File: src/rtl/and_event_monitor.sv
// and_event_monitor
//
// Consumes the single-bit AND result from the upstream two-input gate, which
// is asynchronous to clk. The signal is synchronised, debounced, and its
// qualified rising edges are counted in a saturating counter. A consumer
// asks for a snapshot with snap_req and receives the captured count over a
// valid/ready handshake.
//
// Parameters:
//   CNT_W         event counter / snapshot width (2..32)
//   STABLE_CYCLES cycles the synchronised input must disagree with the
//                 filtered level before the filtered level follows (1..15)
//   CLR_ON_READ   1: counter and saturation flag restart when a snapshot is
//                 captured; 0: counter free-runs
//
// Ports:
//   clk        rising-edge clock
//   rst_n      asynchronous active-low reset
//   in_o       raw AND result, asynchronous to clk
//   snap_req   single-cycle request to capture a snapshot
//   cnt_valid  snapshot available (high while reporting)
//   cnt_ready  consumer accepts the snapshot
//   cnt_data   captured event count
//   cnt_sat    counter had saturated when the snapshot was taken
//   busy       high while a snapshot is being reported
module and_event_monitor #(
  parameter int CNT_W         = 8,
  parameter int STABLE_CYCLES = 3,
  parameter int CLR_ON_READ   = 1
) (
  input  logic             clk,
  input  logic             rst_n,
  input  logic             in_o,
  input  logic             snap_req,
  output logic             cnt_valid,
  input  logic             cnt_ready,
  output logic [CNT_W-1:0] cnt_data,
  output logic             cnt_sat,
  output logic             busy
);

  localparam logic [3:0]       STAB_LAST = 4'(STABLE_CYCLES - 1);
  localparam logic [CNT_W-1:0] CNT_MAX   = '1;
  localparam bit               CLEAR     = (CLR_ON_READ != 0);

  typedef enum logic {
    IDLE,
    REPORT
  } state_t;

  logic             sync_q;
  logic             filt_q;
  logic [3:0]       stab_cnt;
  logic             rise;
  logic [CNT_W-1:0] count;
  logic             sat_q;
  state_t           state_q;
  state_t           state_d;
  logic             capture;

  // Synchroniser. The stage count lives inside the generate block so it is
  // local to it and cannot be overridden from an instantiation.
  if (1) begin : g_sync
    localparam int SYNC_STAGES = 2;
    logic [SYNC_STAGES-1:0] sync_chain;

    always_ff @(posedge clk or negedge rst_n) begin
      if (!rst_n) begin
        sync_chain <= '0;
      end else begin
        sync_chain <= {sync_chain[SYNC_STAGES-2:0], in_o};
      end
    end

    assign sync_q = sync_chain[SYNC_STAGES-1];
  end

  // Debounce filter: filt_q only follows sync_q after it has disagreed for
  // STABLE_CYCLES consecutive samples; any agreement restarts the run.
  always_ff @(posedge clk or negedge rst_n) begin
    if (!rst_n) begin
      filt_q   <= 1'b0;
      stab_cnt <= '0;
    end else if (sync_q == filt_q) begin
      stab_cnt <= '0;
    end else if (stab_cnt == STAB_LAST) begin
      filt_q   <= sync_q;
      stab_cnt <= '0;
    end else begin
      stab_cnt <= stab_cnt + 4'd1;
    end
  end

  // High in the cycle whose closing edge moves filt_q from 0 to 1, so the
  // counter and the snapshot logic see the edge at the same clock.
  assign rise = sync_q & ~filt_q & (stab_cnt == STAB_LAST);

  // Saturating event counter. With clear-on-read, an edge coinciding with
  // the capture belongs to the new period, so the counter restarts at 1.
  always_ff @(posedge clk or negedge rst_n) begin
    if (!rst_n) begin
      count <= '0;
      sat_q <= 1'b0;
    end else if (capture && CLEAR) begin
      count <= rise ? CNT_W'(1) : '0;
      sat_q <= 1'b0;
    end else if (rise) begin
      if (count == CNT_MAX) begin
        sat_q <= 1'b1;
      end else begin
        count <= count + CNT_W'(1);
      end
    end
  end

  // Handshake FSM state register.
  always_ff @(posedge clk or negedge rst_n) begin
    if (!rst_n) begin
      state_q <= IDLE;
    end else begin
      state_q <= state_d;
    end
  end

  // Next-state logic. Requests are only taken in IDLE; while reporting they
  // are dropped rather than queued.
  always_comb begin
    state_d = state_q;
    capture = 1'b0;
    case (state_q)
      IDLE: begin
        if (snap_req) begin
          capture = 1'b1;
          state_d = REPORT;
        end
      end
      REPORT: begin
        if (cnt_ready) begin
          state_d = IDLE;
        end
      end
      default: state_d = IDLE;
    endcase
  end

  // Snapshot registers hold steady for the whole report.
  always_ff @(posedge clk or negedge rst_n) begin
    if (!rst_n) begin
      cnt_data <= '0;
      cnt_sat  <= 1'b0;
    end else if (capture) begin
      cnt_data <= count;
      cnt_sat  <= sat_q;
    end
  end

  // Valid is derived from the state register so an asynchronous reset drops
  // it immediately.
  assign cnt_valid = (state_q == REPORT);
  assign busy      = (state_q == REPORT);

endmodule

File: config.mk
export PLATFORM = sky130hd
export DESIGN_NAME = and_event_monitor
export DESIGN_NICKNAME = d
export VERILOG_FILES = /design/src/rtl/and_event_monitor.sv
export SDC_FILE = /design/constraint.sdc
export NUM_CORES = 1
export LEC_CHECK = 0
export CORE_UTILIZATION = 52
export CTS_BUF_LIST = sky130_fd_sc_hd__clkbuf_8 sky130_fd_sc_hd__clkbuf_16
export DETAILED_ROUTE_END_ITERATION = 8
export PLACE_DENSITY_LB_ADDON = 0.2
export SLEW_MARGIN = 15
export SYNTH_ARGS = -nofsm -noshare
export SYNTH_HDL_FRONTEND = slang
export SYNTH_SLANG_ARGS = --single-unit
File: constraint.sdc
create_clock -name clk -period 2.4 [get_ports clk]
set_input_delay 0.36 -clock clk [delete_from_list [all_inputs] [get_ports clk]]
set_output_delay 0.36 -clock clk [all_outputs]
set_load 0.01 [all_outputs]
==> results of run 1 <==
## logic make-up after synthesis
family,Yosys count
flops,26
simple gates,54
fa+ha+maj,4
buf+inv,9
xor+xnor,1
mux,2
compound gates,19
## registers in the layout, summed over array words and instances (netlist names)
signal	cells
busy	1
cnt_sat	1
cnt_data	8
stab_cnt	4
filt_q	1
g_sync.sync_chain	2
sat_q	1
count	8
## synth_stat cells
| cell type | number | share of area, % |
|---|---|---|
| and2_1 | 1 | 0.54 |
| dfrtp_1 | 26 | 56 |
| a21oi_1 | 6 | 2.6 |
| ha_1 | 4 | 4.3 |
| mux2_2 | 1 | 0.97 |
| nor2b_1 | 2 | 1.1 |
| a31o_2 | 1 | 0.75 |
| inv_1 | 5 | 1.6 |
| o21ai_0 | 4 | 1.7 |
| nand4_1 | 1 | 0.54 |
| nor3b_1 | 1 | 0.65 |
| o211ai_1 | 1 | 0.65 |
| o31ai_1 | 3 | 1.9 |
| nor2_1 | 5 | 1.6 |
| o22ai_1 | 1 | 0.54 |
| o21a_1 | 1 | 0.65 |
| xnor2_1 | 1 | 0.75 |
| or4_1 | 2 | 1.3 |
| o21bai_1 | 1 | 0.65 |
| or4_2 | 1 | 0.75 |
| or3_2 | 1 | 0.65 |
| buf_4 | 1 | 0.65 |
| nor3_1 | 3 | 1.3 |
| o41ai_1 | 1 | 0.75 |
| nand4bb_4 | 1 | 2.4 |
| mux2i_1 | 1 | 0.86 |
| nand2_1 | 31 | 10 |
| nand3_1 | 5 | 2.2 |
| clkbuf_1 | 2 | 0.65 |
| buf_6 | 1 | 0.97 |
## worst max path at each step
stage,startpoint,to,cells past startpoint
after global routing,count[0],count[1],5
after CTS,count[0],count[1],5
after detailed placement,count[0],count[1],5
after global placement,stab_cnt[0],count[7],6
final,count[0],count[1],5
after floorplan,stab_cnt[0],count[5],7
## worst reg2reg max path, stage by stage, from the launching register on
cell	delay, ns
dfrtp_1	0.44
ha_1	0.25
nand3_1	0.15
o21bai_1	0.59
mux2_2	0.40
and2_1	0.15
## power groups by stage
| stage | sequential [mW] | clock, mW | combinational [mW] |
|---|---|---|---|
| floorplan | 0.533 | 0 | 0.135 |
| global placement | 0.530 | 0 | 0.201 |
| global route | 0.534 | 0.299 | 0.230 |
| detailed placement | 0.533 | 0 | 0.207 |
| finish | 0.526 | 0.274 | 0.204 |
| CTS | 0.525 | 0.281 | 0.207 |
## layout make-up
type	count	share of cell area, %
clock buffer	4	3.96
inverter	5	1.35
multi-input combinational	80	33.5
sequential	26	46.8
tap	27	2.43
timing repair buffer	17	11.9
## metrics by stage
stage | worst slack, ns | instance area [µm²] | power, mW | util [%] | hold WS [ns]
after floorplan | 0.623 | 1160 | 0.668 | - | 0.0644
after global placement | 0.474 | 1330 | 0.731 | 66.0 | 0.333
after detailed placement | 0.394 | 1330 | 0.740 | 66.0 | 0.344
after CTS | 0.365 | 1390 | 1.01 | 68.7 | 0.364
after global routing | 0.229 | 1390 | 1.06 | 68.7 | 0.376
final | 0.333 | 1390 | 1.00 | 68.7 | 0.363
## metal layers
| layer | global-route usage [%] | share of wire [%] | vias up |
|---|---|---|---|
| li1 | - | - | 429 |
| met1 | 25.4 | 48 | 414 |
| met2 | 32.2 | 46 | 27 |
| met3 | 2.80 | 4.1 | 4 |
| met4 | 8.82 | 1.3 | 0 |
| met5 | 0 | 0 | - |
==> results.toml, run 1 <==
[routing]
routed_wl_mm = 2.05
drt-initial-drc-count = 12
wl_per_cell_um = 12.9
num_vias = 874
dr.pass1.iters = 4
avgViaCountPerCell = 5.50
drc = 0
route.antenna.remaining_nets = 0

[final_layout]
final_nets = 142
ff_latch_area_um2 = 651
nFillCells = 157
multi_input_area_um2 = 465
final_cell_mix = "nand2_1, dfrtp_1, clkdlybuf4s50_1, a21oi_1"
diodes = 0
final_common_cell = "nand2_1"
finalNonFillerCells = 159
area_growth_syn_to_layout_pct = 19.6
drive_above_1_share_pct = 8.33

[sta]
worst_pin_slew_ns = 0.696
setup_viol = 0
max_freq_ghz = 0.484
rsz0062_at_grt = "false"
final_max_slew_viol_count = 0
finalCritPeriodShare_pct = 86.1
min_period_ns = 2.07
fin_tns_setup_ns = 0
finClkSkew_ns = 0.00383
hold_violations = 0
max_slew_margin_pct = 53.5

[grt]
grt_pass1_vias = 803
track_usage_pct = 19.5
grt_overflow = 0
grt_antenna_before_repair = 0
grt_max_degree = 27
grt_pass1_wl_mm = 3.55

[setup_path]
cpMaxStageDelayCell = "o21bai_1"
endpoint_kind = "register"
path_cells = "ha_1 -> nand3_1 -> o21bai_1 -> mux2_2 -> and2_1"
critical-path-top-delay-family = "compound AO/OA/AOI/OAI gates"
reg2reg_depth = 5
worst-setup-path-type = "register to register"
regToRegSetupSlack_ns = 0.33
crit_buf_inv = 0
critPathMaxFanout = 11
r2r_start = "count[0]"
max_stage_delay_ns = 0.59
required_ns = 2.56
r2r-end = "count[1]"
cp-start-kind = "register"
arrival_ns = 2.23

[pwr]
cellLeakagePower_nw = 0.633
p_int_mw = 0.731
p_sw_share_pct = 27.2
seqPwrFrac_pct = 52.4
comb_power_share_pct = 20.3
irDropWorstVdd_uv = 642
p_per_area_nw_per_um2 = 723
p_sw_mw = 0.273
pwr-share-clk_pct = 27.3

[clocking]
htreeDepth = 1
cts_tree = "yes"
path_clk_slew_ns = 0.08
cts_resized = 0
numCtsBuffers = 3
cts_root_buffer = "clkbuf_8"
clk-insertion-delay-late_ns = 0.27
cts_buffer_depth = 2
cts_setup_buffers = 0
clock-sinks = 26
cts_hold_buf = 0

[yosys]
synth_cell_types = 30
synth-simple-area-share_pct = 23.0
synth_top_family_by_area = "simple AND/OR/NAND/NOR gates"
syn_inst = 115
synth-seq-area-share_pct = 56.0
avgSynthCellArea_um2 = 10.1
synthesis.area_um2 = 1160
yosys.area_share.xor_xnor_pct = 0.754
synth.area.mux_share_pct = 1.83
synth-compound-area-share_pct = 10.2
syn-num-nets = 124
synth-seq-cells = 26
ys.warnings.count = 0
synthAdderAreaFrac_pct = 4.31

[placement]
port_buffers = 15
gp_congestion = 0.831
dp_hpwl_mm = 1.46
place_inst = 155

[die]
pin_count = 16
dieArea_um2 = 2430
rows = 16
start_util_pct = 57.4
core_um2 = 2020
fp.dieW_um = 49.3
die_h_um = 49.3

[hold_path]
min_path_type = "register to register"
holdPathEnd = "g_sync.sync_chain[1]"
hp-start = "g_sync.sync_chain[0]"
min_path_cells = 0

[flow_run]
max_cap_violations = 0

[status]
run_status = "completed"
No activity file was read; power rests on OpenSTA's default activity.
==> run 2: changes to the inputs <==
--- a/config.mk
+++ b/config.mk
@@ -5,10 +5,11 @@
 export SDC_FILE = /design/constraint.sdc
 export NUM_CORES = 1
 export LEC_CHECK = 0
-export CORE_UTILIZATION = 52
+export CORE_UTILIZATION = 47
 export CTS_BUF_LIST = sky130_fd_sc_hd__clkbuf_8 sky130_fd_sc_hd__clkbuf_16
 export DETAILED_ROUTE_END_ITERATION = 8
 export PLACE_DENSITY_LB_ADDON = 0.2
+export SKIP_CTS_REPAIR_TIMING = 1
 export SLEW_MARGIN = 15
 export SYNTH_ARGS = -nofsm -noshare
 export SYNTH_HDL_FRONTEND = slang
==> constraint.sdc (replaced) <==
create_clock -name clk -period 1.67 [get_ports clk]
set_input_delay 0.2505 -clock clk [delete_from_list [all_inputs] [get_ports clk]]
set_output_delay 0.2505 -clock clk [all_outputs]
set_load 0.01 [all_outputs]
==> run 2 against run 1 <==
  * First-iteration DRC count is 17% higher
  * Wire length is 11% higher
  * Combinational power is 110% higher
  * Non-clock buffer count is 15 higher
  * Hold slack worse by 0.020 ns
  * Power is 67% higher
  * Sequential power is 42% higher
  * Final cell count is 10% higher
  * Setup slack worse by 0.31 ns
  * Die area is 10% higher
  * Maximum frequency is 26% higher
  * Register-to-register slack worse by 0.31 ns
  * Critical path type unchanged
  * Largest cell class unchanged
  * Highest routed layer unchanged
==> results.toml, run 2 (synthesis gave the netlist of run 1 again) <==
[clocking]
cts_buffer_depth = 2
htreeDepth = 1
clock-sinks = 26
cts_root_buffer = "clkbuf_8"
clk-insertion-delay-late_ns = 0.27
numCtsBuffers = 3
path_clk_slew_ns = 0.09
cts_tree = "yes"

[die]
pin_count = 16
fp.dieW_um = 51.7
core_um2 = 2280
start_util_pct = 51.0
rows = 17
dieArea_um2 = 2670
die_h_um = 51.7

[routing]
drt-initial-drc-count = 14
wl_per_cell_um = 13.0
wl_met3_um = 97
avgViaCountPerCell = 5.42
num_vias = 948
drc = 0
dr.pass1.iters = 4
top_layer = "met4"
route.antenna.remaining_nets = 0
wl_met2_mm = 1.21
routed_wl_mm = 2.28
wl_met1_um = 939

[sta]
max_slew_margin_pct = 75.2
setup_viol = 0
min_period_ns = 1.64
finClkSkew_ns = 0.00777
finalCritPeriodShare_pct = 98.5
setup_ws_ns = 0.0251
final_max_slew_viol_count = 0
worst_pin_slew_ns = 0.372
fin_tns_setup_ns = 0
rsz0062_at_grt = "true"
max_freq_ghz = 0.608
hold_violations = 0

[pwr]
irDropWorstVdd_uv = 728
p_per_area_nw_per_um2 = 1070
cellLeakagePower_nw = 0.718

[final_layout]
fin_area_um2 = 1570
drive_above_1_share_pct = 23.8
ff_latch_area_um2 = 651
final_common_cell = "nand2_1"
multi_input_area_um2 = 517
finalNonFillerCells = 175
reg_top3 = "cnt_data (8), count (8), stab_cnt (4)"
final_cell_mix = "nand2_1, dfrtp_1, buf_4, clkdlybuf4s50_1"
nFillCells = 184
area_growth_syn_to_layout_pct = 35.2
diodes = 0
final_nets = 157
final_core_util_pct = 69.0

[placement]
dp_hpwl_mm = 1.70
place_area_um2 = 1450
dp_slack_ns = -0.00262
port_buffers = 15
gp_congestion = 0.729
place_inst = 170

[setup_path]
r2r-end = "count[7]"
cp-start-kind = "register"
endpoint_kind = "register"
reg2reg_depth = 6
r2r_start = "stab_cnt[0]"
worst-setup-path-type = "register to register"
required_ns = 1.87
critPathMaxFanout = 8
arrival_ns = 1.85
regToRegSetupSlack_ns = 0.03

[grt]
grt_pass1_wl_mm = 4.02
grt_overflow = 0
track_usage_pct = 20.4
grt_antenna_before_repair = 0
grt_max_degree = 27
grt_pass1_vias = 974

[flow_run]
max_cap_violations = 0

[hold_path]
min_path_type = "primary input to asynchronous set/reset pin"

[status]
run_status = "completed"
-- run 2: cell types whose count changed in the layout (fill, tap and decap cells not counted), moves of 2 or more --
| cell | before | now |
|---|---|---|
| a21oi_2 | 0 | 3 |
| inv_1 | 5 | 3 |
| ha_1 | 4 | 2 |
| buf_4 | 2 | 17 |
| a21oi_1 | 6 | 3 |
| inv_2 | 0 | 2 |
| ha_4 | 0 | 2 |
-- run 2: worst max path at each step --
stage                           start  cells after the start  endpoint
after global placement    stab_cnt[0]                      6  count[7]
after floorplan           stab_cnt[0]                      7  count[5]
after global routing      stab_cnt[0]                      6  count[7]
final                     stab_cnt[0]                      6  count[7]
after detailed placement  stab_cnt[0]                      6  count[7]
after CTS                 stab_cnt[0]                      6  count[5]
-- run 2: power by group --
| group | total (mW) | switching, mW | leakage [nW] | internal (mW) |
|---|---|---|---|---|
| Clock | 0.512 | 0.192 | 0.0357 | 0.321 |
| Combinational | 0.422 | 0.194 | 0.330 | 0.228 |
| Sequential | 0.747 | 0.0480 | 0.352 | 0.699 |
-- run 2: cell type report --
type / count / area share, %
inverters: 5 / 1.20
multi-input cells: 80 / 32.9
clock inverters: 1 / 1.91
well taps: 28 / 2.23
repair buffers: 32 / 17.7
clock buffers: 3 / 2.63
flip-flops and latches: 26 / 41.4
-- run 2: through the flow --
stage          hold slack, ns  total power [mW]
2_1_floorplan         -0.0451             0.967
3_3_place_gp            0.340              1.12
5_1_grt                 0.374              1.78
6_report                0.343              1.68
4_1_cts                 0.357              1.64
3_5_place_dp            0.343              1.13
-- run 2: critical path, stage by stage (launching register included) --
cell and delay [ns]:
dfrtp_1 0.39, inv_2 0.07, ha_4 0.15, nand4bb_4 0.11
o21bai_4 0.22, or4_1 0.51, a21oi_1 0.13
-- run 2: layer usage --
layer / GRT usage (%) / vias to the layer above
li1: - / 457
met1: 22.1 / 465
met2: 39.0 / 21
met3: 3.80 / 5
met4: 7.21 / 0
met5: 0 / -
